### src/rtl/morra_scoreboard_if.sv
// Morra scoreboard bus: game FSM codes in, round/match statistics out.
// The master side drives START/ROUND/GAME; the slave side is the scoreboard.
interface morra_scoreboard_if #(
  parameter int CNT_W   = 4,
  parameter int TALLY_W = 8
);
  logic               START;
  logic [1:0]         ROUND;
  logic [1:0]         GAME;
  logic [CNT_W-1:0]   P1_ROUNDS;
  logic [CNT_W-1:0]   P2_ROUNDS;
  logic [CNT_W-1:0]   TIE_ROUNDS;
  logic [CNT_W-1:0]   NULL_ROUNDS;
  logic [TALLY_W-1:0] P1_MATCHES;
  logic [TALLY_W-1:0] P2_MATCHES;
  logic [TALLY_W-1:0] DRAW_MATCHES;
  logic [1:0]         RESULT;
  logic               RESULT_VALID;
  logic               SHOW;
  logic               BUSY;

  modport master (
    output START, ROUND, GAME,
    input  P1_ROUNDS, P2_ROUNDS, TIE_ROUNDS, NULL_ROUNDS,
    input  P1_MATCHES, P2_MATCHES, DRAW_MATCHES,
    input  RESULT, RESULT_VALID, SHOW, BUSY
  );

  modport slave (
    input  START, ROUND, GAME,
    output P1_ROUNDS, P2_ROUNDS, TIE_ROUNDS, NULL_ROUNDS,
    output P1_MATCHES, P2_MATCHES, DRAW_MATCHES,
    output RESULT, RESULT_VALID, SHOW, BUSY
  );
endinterface

### src/rtl/morra_scoreboard.sv
// Morra scoreboard: per-game round counters, result hold and
// session-wide saturating match tallies fed from the game FSM codes.
module morra_scoreboard #(
  parameter int CNT_W       = 4,
  parameter int TALLY_W     = 8,
  parameter int HOLD_CYCLES = 8
) (
  input  logic clk,
  input  logic rst,
  morra_scoreboard_if.slave bus
);

  localparam int TMR_W = $clog2(HOLD_CYCLES + 1);

  typedef enum logic [1:0] {
    S_IDLE,
    S_PLAYING,
    S_HOLD
  } state_t;

  state_t             state;
  logic [TMR_W-1:0]   tmr;
  logic [CNT_W-1:0]   p1_q;
  logic [CNT_W-1:0]   p2_q;
  logic [CNT_W-1:0]   tie_q;
  logic [CNT_W-1:0]   nul_q;
  logic [TALLY_W-1:0] m1_q;
  logic [TALLY_W-1:0] m2_q;
  logic [TALLY_W-1:0] md_q;
  logic [1:0]         res_q;
  logic               rv_q;
  logic               show_q;
  logic               busy_q;

  always_ff @(posedge clk or posedge rst) begin
    if (rst) begin
      state  <= S_IDLE;
      tmr    <= '0;
      p1_q   <= '0;
      p2_q   <= '0;
      tie_q  <= '0;
      nul_q  <= '0;
      m1_q   <= '0;
      m2_q   <= '0;
      md_q   <= '0;
      res_q  <= '0;
      rv_q   <= 1'b0;
      show_q <= 1'b0;
      busy_q <= 1'b0;
    end else begin
      rv_q <= 1'b0;
      if (bus.START) begin
        state  <= S_PLAYING;
        tmr    <= '0;
        p1_q   <= '0;
        p2_q   <= '0;
        tie_q  <= '0;
        nul_q  <= '0;
        show_q <= 1'b0;
        busy_q <= 1'b1;
      end else begin
        unique case (state)
          S_IDLE: begin
          end
          S_PLAYING: begin
            if (bus.GAME != 2'b00) begin
              // game over: latch, tally, freeze display
              res_q  <= bus.GAME;
              rv_q   <= 1'b1;
              state  <= S_HOLD;
              tmr    <= TMR_W'(HOLD_CYCLES);
              show_q <= 1'b1;
              busy_q <= 1'b0;
              unique case (bus.GAME)
                2'b01: if (m1_q != '1) m1_q <= m1_q + TALLY_W'(1);
                2'b10: if (m2_q != '1) m2_q <= m2_q + TALLY_W'(1);
                2'b11: if (md_q != '1) md_q <= md_q + TALLY_W'(1);
                default: begin
                end
              endcase
            end else begin
              unique case (bus.ROUND)
                2'b00: if (nul_q != '1) nul_q <= nul_q + CNT_W'(1);
                2'b01: if (p1_q != '1) p1_q <= p1_q + CNT_W'(1);
                2'b10: if (p2_q != '1) p2_q <= p2_q + CNT_W'(1);
                2'b11: if (tie_q != '1) tie_q <= tie_q + CNT_W'(1);
              endcase
            end
          end
          S_HOLD: begin
            if (tmr == TMR_W'(1)) begin
              state  <= S_PLAYING;
              tmr    <= '0;
              p1_q   <= '0;
              p2_q   <= '0;
              tie_q  <= '0;
              nul_q  <= '0;
              show_q <= 1'b0;
              busy_q <= 1'b1;
            end else begin
              tmr <= tmr - TMR_W'(1);
            end
          end
          default: begin
            state  <= S_IDLE;
            show_q <= 1'b0;
            busy_q <= 1'b0;
          end
        endcase
      end
    end
  end

  assign bus.P1_ROUNDS    = p1_q;
  assign bus.P2_ROUNDS    = p2_q;
  assign bus.TIE_ROUNDS   = tie_q;
  assign bus.NULL_ROUNDS  = nul_q;
  assign bus.P1_MATCHES   = m1_q;
  assign bus.P2_MATCHES   = m2_q;
  assign bus.DRAW_MATCHES = md_q;
  assign bus.RESULT       = res_q;
  assign bus.RESULT_VALID = rv_q;
  assign bus.SHOW         = show_q;
  assign bus.BUSY         = busy_q;

endmodule

### src/flat_wrapper.sv
// flat-port wrapper written by rule: the top's interface ports become plain ports
module morra_scoreboard_flat 
#(
  parameter int CNT_W       = 4,
  parameter int TALLY_W     = 8,
  parameter int HOLD_CYCLES = 8
)
  (clk, rst, bus_START, bus_ROUND, bus_GAME, bus_P1_ROUNDS, bus_P2_ROUNDS, bus_TIE_ROUNDS, bus_NULL_ROUNDS, bus_P1_MATCHES, bus_P2_MATCHES, bus_DRAW_MATCHES, bus_RESULT, bus_RESULT_VALID, bus_SHOW, bus_BUSY);
  morra_scoreboard_if #(.CNT_W(CNT_W), .TALLY_W(TALLY_W)) bus_i ();
  input  logic clk;
  input  logic rst;
  input wire logic [$bits(bus_i.START)-1:0] bus_START;
  input wire logic [$bits(bus_i.ROUND)-1:0] bus_ROUND;
  input wire logic [$bits(bus_i.GAME)-1:0] bus_GAME;
  output wire logic [$bits(bus_i.P1_ROUNDS)-1:0] bus_P1_ROUNDS;
  output wire logic [$bits(bus_i.P2_ROUNDS)-1:0] bus_P2_ROUNDS;
  output wire logic [$bits(bus_i.TIE_ROUNDS)-1:0] bus_TIE_ROUNDS;
  output wire logic [$bits(bus_i.NULL_ROUNDS)-1:0] bus_NULL_ROUNDS;
  output wire logic [$bits(bus_i.P1_MATCHES)-1:0] bus_P1_MATCHES;
  output wire logic [$bits(bus_i.P2_MATCHES)-1:0] bus_P2_MATCHES;
  output wire logic [$bits(bus_i.DRAW_MATCHES)-1:0] bus_DRAW_MATCHES;
  output wire logic [$bits(bus_i.RESULT)-1:0] bus_RESULT;
  output wire logic [$bits(bus_i.RESULT_VALID)-1:0] bus_RESULT_VALID;
  output wire logic [$bits(bus_i.SHOW)-1:0] bus_SHOW;
  output wire logic [$bits(bus_i.BUSY)-1:0] bus_BUSY;
  assign bus_i.START = bus_START;
  assign bus_i.ROUND = bus_ROUND;
  assign bus_i.GAME = bus_GAME;
  assign bus_P1_ROUNDS = bus_i.P1_ROUNDS;
  assign bus_P2_ROUNDS = bus_i.P2_ROUNDS;
  assign bus_TIE_ROUNDS = bus_i.TIE_ROUNDS;
  assign bus_NULL_ROUNDS = bus_i.NULL_ROUNDS;
  assign bus_P1_MATCHES = bus_i.P1_MATCHES;
  assign bus_P2_MATCHES = bus_i.P2_MATCHES;
  assign bus_DRAW_MATCHES = bus_i.DRAW_MATCHES;
  assign bus_RESULT = bus_i.RESULT;
  assign bus_RESULT_VALID = bus_i.RESULT_VALID;
  assign bus_SHOW = bus_i.SHOW;
  assign bus_BUSY = bus_i.BUSY;
  morra_scoreboard #(.CNT_W(CNT_W), .TALLY_W(TALLY_W), .HOLD_CYCLES(HOLD_CYCLES)) u_core (.clk(clk), .rst(rst), .bus(bus_i));
endmodule
### config.mk
export PLATFORM = sky130hd
export DESIGN_NAME = morra_scoreboard_flat
export DESIGN_NICKNAME = d
export VERILOG_FILES = /design/src/rtl/morra_scoreboard_if.sv /design/src/rtl/morra_scoreboard.sv /design/src/flat_wrapper.sv
export SDC_FILE = /design/constraint.sdc
export NUM_CORES = 1
export LEC_CHECK = 0
export CORE_MARGIN = 10
export CORE_UTILIZATION = 40
export CTS_CLUSTER_SIZE = 25
export DETAILED_ROUTE_END_ITERATION = 8
export PLACE_DENSITY_LB_ADDON = 0.1
export SLEW_MARGIN = 20
export SYNTH_ARGS = -nofsm -noshare
export SYNTH_HDL_FRONTEND = slang
export SYNTH_SLANG_ARGS = --single-unit
### constraint.sdc
create_clock -name clk -period 4.1 [get_ports clk]
set_input_delay 0.41 -clock clk [delete_from_list [all_inputs] [get_ports clk]]
set_output_delay 0.41 -clock clk [all_outputs]
set_load 0.01 [all_outputs]
# Yosys cells after proc, flatten, opt, wreduce, memory -nomap -nowiden
# Cells that the tools add are included.
dict set report totals {
  ff_bits 51
  inputBits 7
  out_inout_bits 45
  elab_cells 104
}
dict set report op_classes {
  n_addsub 8
  n_eq_ne 28
  mux 40
  bitwise 1
  n_reduce_logical 14
}
# operator count
set ops {}
lappend ops {{4-bit two-way mux} 20}
lappend ops {{4-bit one-hot mux with 2 select lines} 5}
lappend ops {{5-bit AND reduction} 7}
lappend ops {{8-bit by 1-bit adder with 8-bit output, second input constant} 3}
lappend ops {{8-bit inequality test, second input constant} 3}
lappend ops {{3-bit by 2-bit inequality test with 1-bit output, second input constant} 7}
lappend ops {{4-bit by 1-bit adder with 4-bit output, second input constant} 4}
lappend ops {{4-bit inequality test, second input constant} 4}
lappend ops {{3-bit inequality test, second input constant} 4}
lappend ops {{2-bit equality test, second input constant} 5}
lappend ops {{1-bit two-way mux} 9}
lappend ops {{2-bit by 1-bit equality test with 1-bit output, second input constant} 3}
lappend ops {{2-bit two-way mux} 3}
lappend ops {{1-bit one-hot mux with 3 select lines} 2}
lappend ops {{2-bit one-hot mux with 3 select lines} 1}
lappend ops {{3-bit AND reduction} 2}
lappend ops {{4-bit by 1-bit equality test with 1-bit output, second input constant} 1}
lappend ops {{2-bit logical NOT} 2}
lappend ops {{4-bit by 1-bit subtractor with 4-bit output, second input constant} 1}
lappend ops {{3-bit nonzero test} 1}
lappend ops {{2-bit inequality test, second input constant} 1}
lappend ops {{2-bit AND reduction} 1}
lappend ops {{2-bit nonzero test} 1}
lappend ops {{1-bit inverter} 1}

# Depth between registers and ports, before layout
dict set report depth {
  word_depth 6
  ltp_mapped 8
  mapped_depth_nobuf 6
}

# Worst setup path before layout
# No wires, ideal clock.
dict set report synth_timing {
  path_type {register to register}
  from {reg u_core.m2_q[0], in the netlist u_core.bus.P2_MATCHES[0]}
  to {reg u_core.m2_q[1], in the netlist u_core.bus.P2_MATCHES[1]}
  setup_ps 125
  arrival_time_ps 1636
  t_required_ps 3975
  slack_ps 2340
  stages_incl_launch_ff 5
  n_path_buf 0
  period_less_slack_ps 1760
  cell_sequence {dfrtp_1 ha_1 and3_1 a311oi_4 mux2_2}
}
dict set report synth_between {
  elab_chain_cells 2
  word_cells_on_any_way 3
  classes_between {1 x add/sub; 1 x eq/ne; 1 x reduce/logical}
}
# element line_no
set synth_lines {}
lappend synth_lines {{start, declared} morra_scoreboard.sv:28} ;# logic [TALLY_W-1:0] m2_q;
lappend synth_lines {{start signal, assigned} morra_scoreboard.sv:76} ;# 2'b10: if (m2_q != '1) m2_q <= m2_q + TALLY_W'(1);
lappend synth_lines {{parallel branches: the longest is 2 deep, another holds 8-bit by 1-bit adder with 8-bit output} -}
# Several ways; the timed one is not identified.
# A chain may end at the register's enable or synchronous reset.

# Final worst setup path
dict set report layout_timing {
  from {in bus_START}
  to {reg u_core.p1_q[3], in the netlist u_core.bus.P1_ROUNDS[3]}
}
dict set report layout_between {
  elab_chain_cells 2
  word_cells_on_any_way 7
  classes_between {4 x eq/ne; 1 x mux; 2 x reduce/logical}
}
# element line_no
set layout_lines {}
lappend layout_lines {{start, declared} flat_wrapper.sv:12} ;# input wire logic [$bits(bus_i.START)-1:0] bus_START;
lappend layout_lines {{3-bit by 2-bit inequality test with 1-bit output (no source line) (tied with other cells)} -}
lappend layout_lines {{5-bit AND reduction (no source line)} -}
lappend layout_lines {{end signal, assigned} morra_scoreboard.sv:84} ;# 2'b01: if (p1_q != '1) p1_q <= p1_q + CNT_W'(1);
lappend layout_lines {{end, declared} morra_scoreboard.sv:23} ;# logic [CNT_W-1:0] p1_q;
# Parallel ways exist; a longest one is shown, timed or not.

==> impl_metrics.json <==
{
  "syn_inst": 235,
  "first_global_vias": 1892,
  "drt_iter0_drc": 100,
  "irDropWorstVdd_uv": 351,
  "crit_path_end_kind": "flop",
  "start_util": 0.406,
  "synth-seq-area-share": 0.481,
  "synth_ff_type": "dfrtp_1",
  "num_vias": 1928,
  "firstDrtPassIters": 4,
  "cts.clk_slew.worst_paths_ps": 90,
  "antenna_found_initial": 0,
  "slew_headroom": 0.432,
  "fin_skew_ps": 13.7,
  "n_antenna_cell": 0,
  "die_area_um2": 9970,
  "final_cell_mix": "clkdlybuf4s50_1 (51), dfrtp_1 (49), nand2_1 (20)",
  "pwr-share-seq": 0.475,
  "grtUsageTotal": 0.114,
  "setup_viol": 0,
  "ctsResizeCount": 0,
  "finish.utilization": 0.511,
  "synth_edf_count": 0,
  "vias_per_cell": 5.30,
  "hp-class": "reg -> reg",
  "synth_top_area_frac": 0.481,
  "setup_tns_ps": 0,
  "std_cell_rows": 29,
  "syn_area_um2": 2550,
  "cts_tree": "built",
  "layout_min_cycle_time_ps": 2370,
  "min_from": "u_core.bus.P1_MATCHES[5]",
  "io_pins": 52,
  "clockRootBuffer": "clkbuf_8",
  "max_freq_mhz": 421,
  "clkLatencyLatePin_ps": 310,
  "grt_max_degree": 50,
  "p_leak_uw": 0.00136,
  "slew_violations": 0,
  "rsz0062_at_grt": "false",
  "core-area_um2": 6280,
  "routedWlPerCell_um": 15.5,
  "fp.dieH_um": 99.8,
  "yosys.area.top_type": "dfrtp_1",
  "synth-seq-cells": 49,
  "p_total_uw": 1470,
  "place_hpwl_um": 4060,
  "cap_violations": 0,
  "p_clk_frac": 0.193,
  "r2r_start": "u_core.tmr[0]",
  "syn_nets": 251,
  "tightest_slew_ps": 852,
  "p_sw_uw": 503,
  "whs_endpoint": "u_core.bus.P1_MATCHES[5]",
  "drcViolationCount": 0,
  "synth-async-reset-ratio": 1.00,
  "die_w_um": 99.8,
  "drive_gt1_frac": 0.0906,
  "post_cts_buffers": 0,
  "r2r-end": "u_core.bus.P1_ROUNDS[3]",
  "power.density_nw_per_um2": 458,
  "comb_power_share": 0.332,
  "rrSetupSlack_ps": 1820,
  "cts-hold-fix-buffers": 0,
  "syn_to_final_growth_pct": 25.9,
  "syn_area_per_cell_um2": 10.9,
  "port_buffers": 51,
  "p_int_uw": 966,
  "globalplace.congestion": 0.763,
  "grt-ovfl-total": 0,
  "ys_types": 45,
  "hold_violations": 0,
  "wl_um": 5640,
  "clock_path_buffers": 2,
  "cp.arrival_ps": 2570,
  "final_common_cell": "clkdlybuf4s50_1",
  "finalCritPeriodShare": 0.579,
  "start_kind": "input pin",
  "reg2reg_depth": 6,
  "ant_nets": 0,
  "worst_ep_required_time_ps": 4290,
  "cts_buffers": 5,
  "whs_path_depth": 1,
  "crit_type": "in -> reg",
  "fin_nets": 302,
  "synth_area_leaders": "dfrtp_1 (48%), ha_1 (4.4%), xnor2_1 (4.1%), o31ai_1 (3.2%), xor2_1 (3.1%)",
  "cp_max_fo": 18,
  "htree_num_levels": 2,
  "outcome": "completed",
  "cts_sinks": 49,
  "yosysWarnings": 0,
  "grt_first_pass_wirelength_um": 9500,
  "swShare": 0.343
}
-- worst max-delay path, stage by stage --
cell and delay [ps]:
clkdlybuf4s50_1 740, a211oi_2 800, buf_4 330, nor3_1 80, a22o_1 200
-- Yosys cell counts, drive strengths merged (2+ instances only) --
library cell and count:
o31ai 11, a21oi 2, a211o 3, and3 6, nor4 3, a41oi 2
xor2 9, a31oi 2, nor2 12, nor2b 2, mux2 3, ha 9
nand4 8, inv 5, nand2 20, or2 2, xnor2 12, a22o 2
a211oi 2, o41ai 3, a311oi 2, nand3 12, nand4bb 2, nand2b 7
buf 6, clkbuf 2, or4 3, o21ai 13, dfrtp 49, nor3 12
-- metrics by stage --
step                area [um2]  hold WS (ps)  setup slack [ps]  cells
CTS                       3210           499              1750    364
finish                    3210           488              1730    364
detailed placement        3120           471              1440    356
global placement          3120           469              1540    356
global route              3210           515              1510    364
floorplan                 2550           472              2340    235
-- layer usage --
layer / vias up / track usage / share of wire
met5: - / 0 / 0
met4: 0 / 0.0298 / 0.0071
met3: 4 / 0.0433 / 0.062
met2: 37 / 0.172 / 0.46
met1: 917 / 0.150 / 0.47
li1: 970 / - / -
-- how the worst max path moves through the flow --
stage / start / to / cells after the start
2_1_floorplan: u_core.bus.P2_MATCHES[0] / u_core.bus.P2_MATCHES[1] / 4
3_3_place_gp: bus_START / u_core.bus.P1_MATCHES[1] / 4
3_5_place_dp: bus_START / u_core.bus.P1_ROUNDS[3] / 5
4_1_cts: bus_START / u_core.bus.P1_ROUNDS[3] / 5
5_1_grt: bus_START / u_core.bus.P1_ROUNDS[3] / 5
6_report: bus_START / u_core.bus.P1_ROUNDS[3] / 5
-- state kept, by name, indices dropped and copies added (netlist names) --
signal,cells
u_core.bus.DRAW_MATCHES,8
u_core.bus.P1_ROUNDS,4
u_core.bus.RESULT_VALID,1
u_core.bus.P1_MATCHES,8
u_core.bus.NULL_ROUNDS,4
u_core.bus.P2_MATCHES,8
u_core.bus.P2_ROUNDS,4
u_core.tmr,4
u_core.bus.BUSY,1
u_core.bus.TIE_ROUNDS,4
u_core.state,1
u_core.bus.RESULT,2
-- power groups by stage --
stage | logic (uW) | registers [uW] | clock network (uW)
3_3_place_gp | 495 | 706 | 0
6_report | 488 | 697 | 283
2_1_floorplan | 212 | 728 | 0
3_5_place_dp | 499 | 707 | 0
5_1_grt | 545 | 719 | 312
4_1_cts | 500 | 699 | 295
-- cell families (layout without fill, tap and decap cells) --
logic type / after synthesis / count (layout) / share of synthesized area
xor gates and xnor gates: 21 / 21 / 0.0721
adders and majority gates: 9 / 9 / 0.0442
DFF: 49 / 49 / 0.481
and+or+nand+nor: 94 / 94 / 0.204
buffers and inverters: 13 / 65 / 0.0240
AOI/OAI and AO/OA: 46 / 46 / 0.162
muxes: 3 / 3 / 0.0132
-- cell type report --
class | count | area (um2)
Clock inverter | 3 | 17.5
Multi-Input combinational cell | 173 | 1260
Clock buffer | 5 | 68.8
Inverter | 5 | 20.0
Tap cell | 77 | 96.3
Timing Repair Buffer | 52 | 518
Fill cell | 587 | 3070
Sequential cell | 49 | 1230
Power figures use the tool's default switching activity.
